===== src/rtl/cache_pkg.sv =====
// ============================================================================
// cache_pkg : shared geometry and FSM state encoding for dcache_ctrl
// Revision  : 1.0
// ============================================================================
`default_nettype none

package cache_pkg;

    localparam int BLOCK_SIZE = 2;
    localparam int LINE_SIZE  = 32;
    localparam int ADDR_SIZE  = 32;
    localparam int INDEX_BITS = 3;

    localparam int TAG_BITS   = ADDR_SIZE - INDEX_BITS - BLOCK_SIZE - 2;
    localparam int WORDS      = 1 << BLOCK_SIZE;
    localparam int BLOCK_BITS = WORDS * LINE_SIZE;
    localparam int LINES      = 1 << INDEX_BITS;
    localparam int OFFSET_LSB = 2;
    localparam int INDEX_LSB  = OFFSET_LSB + BLOCK_SIZE;
    localparam int TAG_LSB    = INDEX_LSB + INDEX_BITS;
    localparam int BADDR_BITS = TAG_BITS + INDEX_BITS;

    typedef enum logic [1:0] {
        IDLE  = 2'd0,
        WB    = 2'd1,
        ALLOC = 2'd2
    } state_t;

    function automatic logic [BLOCK_BITS-1:0] merge_word(
        input logic [BLOCK_BITS-1:0] line,
        input logic [BLOCK_SIZE-1:0] sel,
        input logic [LINE_SIZE-1:0]  word
    );
        logic [BLOCK_BITS-1:0] merged;
        merged = line;
        merged[sel*LINE_SIZE +: LINE_SIZE] = word;
        return merged;
    endfunction

endpackage

`default_nettype wire


===== src/rtl/dcache_line_store.sv =====
// ============================================================================
// dcache_line_store : data/tag/valid/dirty arrays, async read, sync write
// Revision          : 1.0
// ============================================================================
`default_nettype none

module dcache_line_store
    import cache_pkg::*;
(
    input  logic                  m_clk_i,
    input  logic                  m_reset_i,
    input  logic [INDEX_BITS-1:0] rd_idx,
    output logic [BLOCK_BITS-1:0] rd_line,
    output logic [TAG_BITS-1:0]   rd_tag,
    output logic                  rd_valid,
    output logic                  rd_dirty,
    input  logic                  wr_en,
    input  logic [INDEX_BITS-1:0] wr_idx,
    input  logic [BLOCK_BITS-1:0] wr_line,
    input  logic [TAG_BITS-1:0]   wr_tag,
    input  logic                  wr_dirty
);

    logic [BLOCK_BITS-1:0] data_mem [LINES];
    logic [TAG_BITS-1:0]   tag_mem  [LINES];
    logic [LINES-1:0]      valid;
    logic [LINES-1:0]      dirty;

    // Payload arrays are deliberately not reset; only the state bits are.
    always_ff @(posedge m_clk_i) begin
        if (wr_en) begin
            data_mem[wr_idx] <= wr_line;
            tag_mem[wr_idx]  <= wr_tag;
        end
    end

    always_ff @(posedge m_clk_i or posedge m_reset_i) begin
        if (m_reset_i) begin
            valid <= '0;
            dirty <= '0;
        end else if (wr_en) begin
            valid[wr_idx] <= 1'b1;
            dirty[wr_idx] <= wr_dirty;
        end
    end

    assign rd_line  = data_mem[rd_idx];
    assign rd_tag   = tag_mem[rd_idx];
    assign rd_valid = valid[rd_idx];
    assign rd_dirty = dirty[rd_idx];

endmodule

`default_nettype wire


===== src/rtl/dcache_ctrl.sv =====
// ============================================================================
// dcache_ctrl : direct-mapped write-back/write-allocate data cache controller
//               Optional CACHE_STATS_EN adds hit/miss counters.
// Revision    : 1.0
// ============================================================================
`default_nettype none

module dcache_ctrl
    import cache_pkg::*;
(
    input  logic                  m_clk_i,
    input  logic                  m_reset_i,
    input  logic                  c_read_i,
    input  logic                  c_write_i,
    input  logic [ADDR_SIZE-1:0]  c_addr_i,
    input  logic [LINE_SIZE-1:0]  c_wr_data_i,
    output logic [LINE_SIZE-1:0]  c_read_data_o,
    output logic                  c_busywait_o,
    output logic                  m_read_o,
    output logic                  m_wr_o,
    output logic [BADDR_BITS-1:0] m_addr_o,
    output logic [BLOCK_BITS-1:0] m_wr_data_o,
    input  logic [BLOCK_BITS-1:0] m_read_data_i,
    input  logic                  m_busywait_i,
    input  logic                  m_read_done_i,
    input  logic                  m_write_done_i
`ifdef CACHE_STATS_EN
    ,
    output logic [31:0]           hit_cnt_o,
    output logic [31:0]           miss_cnt_o
`endif
);

    state_t state, state_nx;

    logic [INDEX_BITS-1:0] cpu_idx;
    logic [TAG_BITS-1:0]   cpu_tag;
    logic [BLOCK_SIZE-1:0] word_sel;
    logic [INDEX_BITS-1:0] req_idx;
    logic [TAG_BITS-1:0]   req_tag;
    logic [TAG_BITS-1:0]   victim_tag;

    logic [INDEX_BITS-1:0] rd_idx;
    logic [BLOCK_BITS-1:0] rd_line;
    logic [TAG_BITS-1:0]   rd_tag;
    logic                  rd_valid;
    logic                  rd_dirty;
    logic                  wr_en;
    logic [INDEX_BITS-1:0] wr_idx;
    logic [BLOCK_BITS-1:0] wr_line;
    logic [TAG_BITS-1:0]   wr_tag;
    logic                  wr_dirty;

    logic req;
    logic hit;
    logic unused_inputs;

    assign cpu_idx  = c_addr_i[INDEX_LSB +: INDEX_BITS];
    assign cpu_tag  = c_addr_i[TAG_LSB +: TAG_BITS];
    assign word_sel = c_addr_i[OFFSET_LSB +: BLOCK_SIZE];

    // Memory busy is informational only; the done pulses sequence the FSM.
    assign unused_inputs = ^{m_busywait_i, c_addr_i[1:0]};

    assign rd_idx = (state == IDLE) ? cpu_idx : req_idx;

    dcache_line_store u_store (
        .m_clk_i   (m_clk_i),
        .m_reset_i (m_reset_i),
        .rd_idx    (rd_idx),
        .rd_line   (rd_line),
        .rd_tag    (rd_tag),
        .rd_valid  (rd_valid),
        .rd_dirty  (rd_dirty),
        .wr_en     (wr_en),
        .wr_idx    (wr_idx),
        .wr_line   (wr_line),
        .wr_tag    (wr_tag),
        .wr_dirty  (wr_dirty)
    );

    assign req          = c_read_i | c_write_i;
    assign hit          = rd_valid & (rd_tag == cpu_tag);
    assign c_busywait_o = req & (~hit | (state != IDLE));

    assign c_read_data_o = (c_read_i && hit && state == IDLE)
                         ? rd_line[word_sel*LINE_SIZE +: LINE_SIZE]
                         : '0;

    always_ff @(posedge m_clk_i or posedge m_reset_i) begin
        if (m_reset_i) begin
            state <= IDLE;
        end else begin
            state <= state_nx;
        end
    end

    always_ff @(posedge m_clk_i) begin
        if (state == IDLE && req && !hit) begin
            req_idx    <= cpu_idx;
            req_tag    <= cpu_tag;
            victim_tag <= rd_tag;
        end
    end

    always_comb begin
        state_nx    = state;
        m_read_o    = 1'b0;
        m_wr_o      = 1'b0;
        m_addr_o    = '0;
        m_wr_data_o = '0;
        wr_en       = 1'b0;
        wr_idx      = cpu_idx;
        wr_line     = merge_word(rd_line, word_sel, c_wr_data_i);
        wr_tag      = cpu_tag;
        wr_dirty    = 1'b1;
        case (state)
            IDLE: begin
                if (req) begin
                    if (hit) begin
                        wr_en = c_write_i;
                    end else begin
                        state_nx = (rd_valid && rd_dirty) ? WB : ALLOC;
                    end
                end
            end
            WB: begin
                m_addr_o    = {victim_tag, req_idx};
                m_wr_data_o = rd_line;
                m_wr_o      = ~m_write_done_i;
                if (m_write_done_i) begin
                    state_nx = ALLOC;
                end
            end
            ALLOC: begin
                m_addr_o = {req_tag, req_idx};
                m_read_o = ~m_read_done_i;
                if (m_read_done_i) begin
                    wr_en    = 1'b1;
                    wr_idx   = req_idx;
                    wr_line  = m_read_data_i;
                    wr_tag   = req_tag;
                    wr_dirty = 1'b0;
                    state_nx = IDLE;
                end
            end
            default: state_nx = IDLE;
        endcase
    end

`ifdef CACHE_STATS_EN
    logic        refill_ret;
    logic [31:0] hit_cnt;
    logic [31:0] miss_cnt;

    // The post-refill hit is the tail of a miss already counted, so skip it.
    always_ff @(posedge m_clk_i or posedge m_reset_i) begin
        if (m_reset_i) begin
            refill_ret <= 1'b0;
            hit_cnt    <= '0;
            miss_cnt   <= '0;
        end else begin
            refill_ret <= (state == ALLOC) && m_read_done_i;
            if (state == IDLE && req && !refill_ret) begin
                if (hit) begin
                    hit_cnt <= hit_cnt + 32'd1;
                end else begin
                    miss_cnt <= miss_cnt + 32'd1;
                end
            end
        end
    end

    assign hit_cnt_o  = hit_cnt;
    assign miss_cnt_o = miss_cnt;
`endif

endmodule

`default_nettype wire

===== config.mk =====
export PLATFORM = sky130hd
export DESIGN_NAME = dcache_ctrl
export DESIGN_NICKNAME = d
export VERILOG_FILES = /design/src/rtl/cache_pkg.sv /design/src/rtl/dcache_line_store.sv /design/src/rtl/dcache_ctrl.sv
export SDC_FILE = /design/constraint.sdc
export NUM_CORES = 1
export LEC_CHECK = 0
export CAP_MARGIN = 20
export CORE_MARGIN = 2
export CORE_UTILIZATION = 34
export DETAILED_ROUTE_END_ITERATION = 10
export GPL_TIMING_DRIVEN = 0
export PLACE_DENSITY = 0.55
export SETUP_SLACK_MARGIN = 0.05
export SLEW_MARGIN = 30
export SYNTH_ARGS = -nofsm -noshare
export SYNTH_HDL_FRONTEND = slang
export SYNTH_HIERARCHICAL = 1
export SYNTH_SLANG_ARGS = --single-unit

===== constraint.sdc =====
create_clock -name m_clk_i -period 38 [get_ports m_clk_i]
set_input_delay 7.6 -clock m_clk_i [delete_from_list [all_inputs] [get_ports m_clk_i]]
set_output_delay 7.6 -clock m_clk_i [all_outputs]
set_load 0.005 [all_outputs]

# [After elaboration in Yosys (flattened, before gate mapping)]
# Memory sizes are Yosys's and may differ from the RTL's.
# Index checks and enable logic that the tools add are counted.
[totals] ff_bits=71 ram_bits=1224 memories=2
[op_classes] add_sub_neg=1 n_lt_le_gt_ge=3 eq_ne=7 n_shift=3 n_mux=34 n_bitwise=8 n_reduce_logical=10
[memory_table] memory="u_store.data_mem" words=8 width=128 read_ports=1 rd_clocked_by_memory_dff=0 wr=1 line="dcache_line_store.sv:24" source="logic [BLOCK_BITS-1:0] data_mem [LINES];"
[memory_table] memory="u_store.tag_mem" words=8 width=25 read_ports=1 rd_clocked_by_memory_dff=0 wr=1 line="dcache_line_store.sv:25" source="logic [TAG_BITS-1:0] tag_mem [LINES];"
[op_table] op="2-to-1 mux 128 bit" n=3
[op_table] op="bitwise mux 128 bit" n=1
[op_table] op="variable shift 32 x 34 -> 128 bit (first input constant)" n=1
[op_table] op="indexed part select 128 x 8 -> 32 bit" n=1
[op_table] op="indexed part select 32 x 34 -> 128 bit" n=1
[op_table] op="one-hot mux 28 bit (2 select lines)" n=1
[op_table] op="2-to-1 mux 25 bit" n=2
[op_table] op="negator 7 -> 34 bit" n=1
[op_table] op="2-to-1 mux 32 bit" n=1
[op_table] op="== test 25 bit" n=1
[op_table] op="2-to-1 mux 1 bit" n=12
[op_table] op="2-to-1 mux 2 bit" n=5
[op_table] op="2-to-1 mux 3 bit" n=3
[op_table] op="bitwise mux 8 bit" n=1
[op_table] op="< comparator 3 x 4 -> 1 bit (second input constant)" n=2
[op_table] op="!= test 2 bit (second input constant)" n=4
[op_table] op="OR 8 bit" n=1
[op_table] op="binary-select mux 1 bit (select 3 bit)" n=2
[op_table] op="logical AND 1 bit" n=6
[op_table] op="one-hot mux 2 bit (3 select lines)" n=1
[op_table] op="AND reduction 4 bit" n=1
[op_table] op="demux 1 bit (select 3 bit)" n=1
[op_table] op="greater-or-equal comparator 3 x 1 -> 1 bit (second input constant)" n=1
[op_table] op="inverter 1 bit" n=3
[op_table] op="other kinds (8)" n=10

# [Logic depth before layout (Yosys ltp)]
[depth] depth_word=10 mapped_depth=16 ltp_nobuf=12

# [Cells and area by module]
# Netlist, hierarchy kept.
[by_module_without_submodules] mod="dcache_line_store" n_inst=1 cells_per_inst=1820 area_each_um2=47100.2 seq_area_each_um2=37155.6
[by_module_without_submodules] mod="dcache_ctrl" n_inst=1 cells_per_inst=941 area_each_um2=7390.8 seq_area_each_um2=1641.6

# [Worst setup path after synthesis]
# OpenSTA, ideal clock, no wires.
[synth_path] kind="in2reg" startpoint="in c_addr_i[4]" endpoint="reg u_store.dirty[0]" setup_time_ns=0.146 arrival_ns=27.891 required_time_ns=37.854 setup_slack_ns=9.964 stages=13 path_cell_list="mux2_2 > buf_6 > buf_12 > buf_8 > mux4_1 > mux2_2 > xnor2_1 > o2111ai_1 > nor4_4 > and3_2 > a21o_1 > nor4b_1 > mux2_2"
[synth_between] elab_chain_len=7 elab_cells_between_ends=17 classes_between="2 x order compare; 1 x eq/ne; 11 x mux; 1 x bitwise; 1 x reduce/logical; 1 x memory"
[synth_rtl] item="start, declared" line="dcache_ctrl.sv:15" source="input logic [ADDR_SIZE-1:0] c_addr_i,"
[synth_rtl] item="2-to-1 mux 3 bit" line="dcache_ctrl.sv:65" source="assign rd_idx = (state == IDLE) ? cpu_idx : req_idx;"
[synth_rtl] item="memory (8 x 25 bit)"
[synth_rtl] item="named net rd_tag[18]" line="dcache_ctrl.sv:45" source="logic [TAG_BITS-1:0] rd_tag;"
[synth_rtl] item="== test 25 bit" line="dcache_ctrl.sv:83" source="assign hit = rd_valid & (rd_tag == cpu_tag);"
[synth_rtl] item="AND 1 bit" line="dcache_ctrl.sv:83"
[synth_rtl] item="2-to-1 mux 1 bit" line="dcache_ctrl.sv:120" source="if (hit) begin"
[synth_rtl] item="2-to-1 mux 1 bit" line="dcache_ctrl.sv:119" source="if (req) begin"
[synth_rtl] item="one-hot mux 1 bit (2 select lines)" line="dcache_ctrl.sv:117" source="case (state)"
[synth_rtl] item="named net wr_en" line="dcache_ctrl.sv:48" source="logic wr_en;"
[synth_rtl] item="end signal, assigned by index" line="dcache_line_store.sv:43" source="dirty[wr_idx] <= wr_dirty;"
[synth_rtl] item="end, declared" line="dcache_line_store.sv:27" source="logic [LINES-1:0] dirty;"
# The timed path passes the listed nets, and every way through them passes these cells. The select of a mux whose other input is x is not followed.
# A chain may end at the register's enable or synchronous reset.

# [Final worst setup path]
[layout_path] startpoint="in c_addr_i[6]" endpoint="out c_read_data_o[0]"
[layout_between] elab_chain_len=7 elab_cells_between_ends=11 classes_between="1 x eq/ne; 1 x shift; 4 x mux; 1 x bitwise; 2 x reduce/logical; 2 x memory"
[layout_rtl] item="2-to-1 mux 3 bit" line="dcache_ctrl.sv:65"
[layout_rtl] item="named net rd_idx[2]" line="dcache_ctrl.sv:43" source="logic [INDEX_BITS-1:0] rd_idx;"
[layout_rtl] item="memory (8 x 25 bit)"
[layout_rtl] item="named net rd_tag[2]" line="dcache_ctrl.sv:45"
[layout_rtl] item="== test 25 bit" line="dcache_ctrl.sv:83"
[layout_rtl] item="AND 1 bit" line="dcache_ctrl.sv:83"
[layout_rtl] item="logical AND 1 bit (2 in a row)" line="dcache_ctrl.sv:86" source="assign c_read_data_o = (c_read_i && hit && state == IDLE)"
[layout_rtl] item="2-to-1 mux 32 bit" line="dcache_ctrl.sv:87" source="? rd_line[word_sel*LINE_SIZE +: LINE_SIZE]"
[layout_rtl] item="end, declared" line="dcache_ctrl.sv:17" source="output logic [LINE_SIZE-1:0] c_read_data_o,"
# The timed path passes the listed nets, and every way through them passes these cells. The select of a mux whose other input is x is not followed.

==> summary.txt <==
Iter 0 DRT Violations: 3,901
area delta synth->final: 22.1%
core area: 0.159 mm2
EDFF count, synth: 1,277
final core area utilization: 41.9%
leading area contributor after synthesis: edfxtp_1
Chip Width: 404 um
share of layout cells above drive strength 1: 24.3%
first-pass detailed-route iteration total: 5
max_cap viols: 0
total CTS buffers: 140
H-tree depth: 4
post-synth cell types: 46
Final Max Tran Viols: 0
root buffer cell: clkbuf_16
Worst Setup End Kind: output pin
Area after DPL: 0.0620 mm2
Cell Count Post-Placement: 5,297
Via density: 5.58
area share of the largest cell type after synthesis: 70.4%
Synth warnings: 6
post-layout min period: 20,930 ps
# IOs: 390
FFs w/ async S/R, synth: 1.39%
Clock Path Buffers: 3
Final Non-Filler Cells: 5,558
clock sink count: 1,295
Hold Violations, Final: 0
RSZ-0062 raised after global routing: no
Mean Syn Cell Area: 19.7 um2
Die ar.: 0.163 mm2
clk slew on worst S/H paths: 60 ps
status: finished, final reports clean
GR Overflow Total: 0
WP data required: 30,400 ps
Hold Path Class: flop to flop
critical path arrival: 13,330 ps
CTS Hold Buffers Added: 0
worst skew pair latency: 780 ps
Leak Pwr: 0.0217 uW
Max Fanout on Critical Path: 10
ys flop type: edfxtp_1
layout net count: 3,576
number of synthesized register bits: 1,295
Final HPWL DP: 126 mm
gpl congestion: 0.824
Final period util: 55.1%
maximum VDD drop: 0.0000353 V
initial antenna violation count: 17
Final Cell Area: 0.0665 mm2
kind of critical path: input pin to output pin
biggest area contributors in the synthesized netlist: edfxtp_1, mux4_2, mux4_1, mux2_2, a221oi_1
Initial Utilization: 34.3%
worst slew pin tran: 1070 ps
Vias: 31,000
syn nets: 2,968
postcts setup bufs: 0
Post-route DRC: 0
Die Y: 404 um
# rows: 146
Max-slew headroom: 28.5%
mapped cell area: 0.0545 mm2
fmax: 0.0478 GHz
Total GRT Usage: 21.5%
GR Util met3: 5.11%
multi-input logic area: 0.0146 mm2
grt met2 use: 32.1%
PostCTS Resize Cnt: 0
grt peak-use layer: met2
WL per Instance: 32.1 um
CTS tree: built
global-route wire length before repair: 244 mm
power density cells: 77.4 mW/mm2
Clock Skews: 32.4 ps
vias in the first global route: 30,200
final setup violation count: 0
GRT met1 Usage: 31.5%
filler cell count in the final layout: 13,900
Cells after Synth: 2,761
register area: 0.0388 mm2
post-route ant nets: 0
pin count of the biggest net entering global routing: 60
port buffer count: 386
post-synthesis sequential area ratio: 71.2%
Critical Path Source Type: input pin
drt total wl: 178 mm
[kinds of logic after synthesis]
group | after synthesis | share of synthesized area [%]
buffers and inverters | 196 | 2.12
adder cells (fa/ha/maj) | 8 | 0.184
AO/OA/AOI/OAI | 161 | 2.51
AND/OR/NAND/NOR | 567 | 5.46
flip-flops | 1295 | 71.2
multiplexers | 510 | 18.1
XOR/XNOR | 24 | 0.386
[sequential cells by signal, summed over array words and instances, names as in the netlist]
signal and cells:
u_store/tag_mem 200, req_idx 3, u_store/dirty 8, victim_tag 25
req_tag 25, state 2, u_store/data_mem 1024, u_store/valid 8
[worst max-delay path, stage by stage]
cell and delay (ps):
clkdlybuf4s50_1 520, mux2_2 270, clkbuf_2 500, clkbuf_1 750, mux4_2 400, mux2_2 330, xnor2_1 340, nand4_1 220
nor4_4 430, nand3_2 580, nor2b_1 710, clkdlybuf4s50_1 620
[per-layer routing]
layer,routed length [um],vias up,share of wire (%)
met4,4180,0,2.3
li1,-,12600,-
met1,77200,16600,43
met2,79400,1704,45
met3,17400,206,9.8
met5,0,-,0
[synthesized netlist by cell type, drive strengths merged, types with 8 or more instances]
cell type and instances:
edfxtp 1277, nor2b 59, ha 8, and2 132
clkbuf 87, dfrtp 18, nor2 258, mux4 342
nand2 85, xnor2 24, inv 17, a221oi 128
buf 92, mux2 166, a22oi 25
[where the power goes]
part / switching (uW) / internal (uW) / total [uW]
Combinational: 1130 / 723 / 1850
Clock: 568 / 774 / 1340
Sequential: 25.9 / 1930 / 1960
Total: 1720 / 3430 / 5150
[placed cells by master, fill, tap and decap left out, types with 29 or more instances in the layout]
cell and instances:
clkdlybuf4s50_1 386, clkbuf_1 105, buf_2 76, nor2b_4 30, mux4_2 263, a221oi_1 128, and2_1 132, edfxtp_1 1277
nor2_1 258, clkbuf_16 144, nor2b_1 29, nand2_1 85, mux4_1 79, mux2_2 166
[worst paths after layout]
check / depth (start not counted) / end / start / slack [ps]
max reg2reg: 22 / u_store/data_mem[0][25]$_DFFE_PP_ / state[0]$_DFFE_PP0P_ / 30480
max in group asynchronous: 2 / u_store/valid[1]$_DFFE_PP0P_ / m_reset_i / 30210
max: 12 / c_read_data_o[0] / c_addr_i[6] / 17070
min: 1 / u_store/valid[5]$_DFFE_PP0P_ / u_store/valid[5]$_DFFE_PP0P_ / 460
min reg2reg: 1 / u_store/valid[5]$_DFFE_PP0P_ / u_store/valid[5]$_DFFE_PP0P_ / 460
min in group asynchronous: 2 / state[0]$_DFFE_PP0P_ / m_reset_i / 7150
[area by class of cell]
type,count,area share (%)
flip-flops and latches,1295,58.3
multi-input cells,1270,21.9
repair buffers,466,7.29
clock buffers,174,5.58
well taps,2072,3.90
plain buffers,179,1.66
clock inverters,81,1.20
inverters,17,0.141
diodes,4,0.0150
[per-stage QoR]
step	hold slack, ps	setup TNS (ps)	power, uW	setup slack (ps)
after CTS	466	0	5170	16960
after floorplan	429	0	3040	9960
final	463	0	5150	17070
after global routing	482	0	5320	16870
after global placement	447	-1690050	3820	-13210
after detailed placement	448	0	3830	17000
No activity file was read; power rests on OpenSTA's default activity.
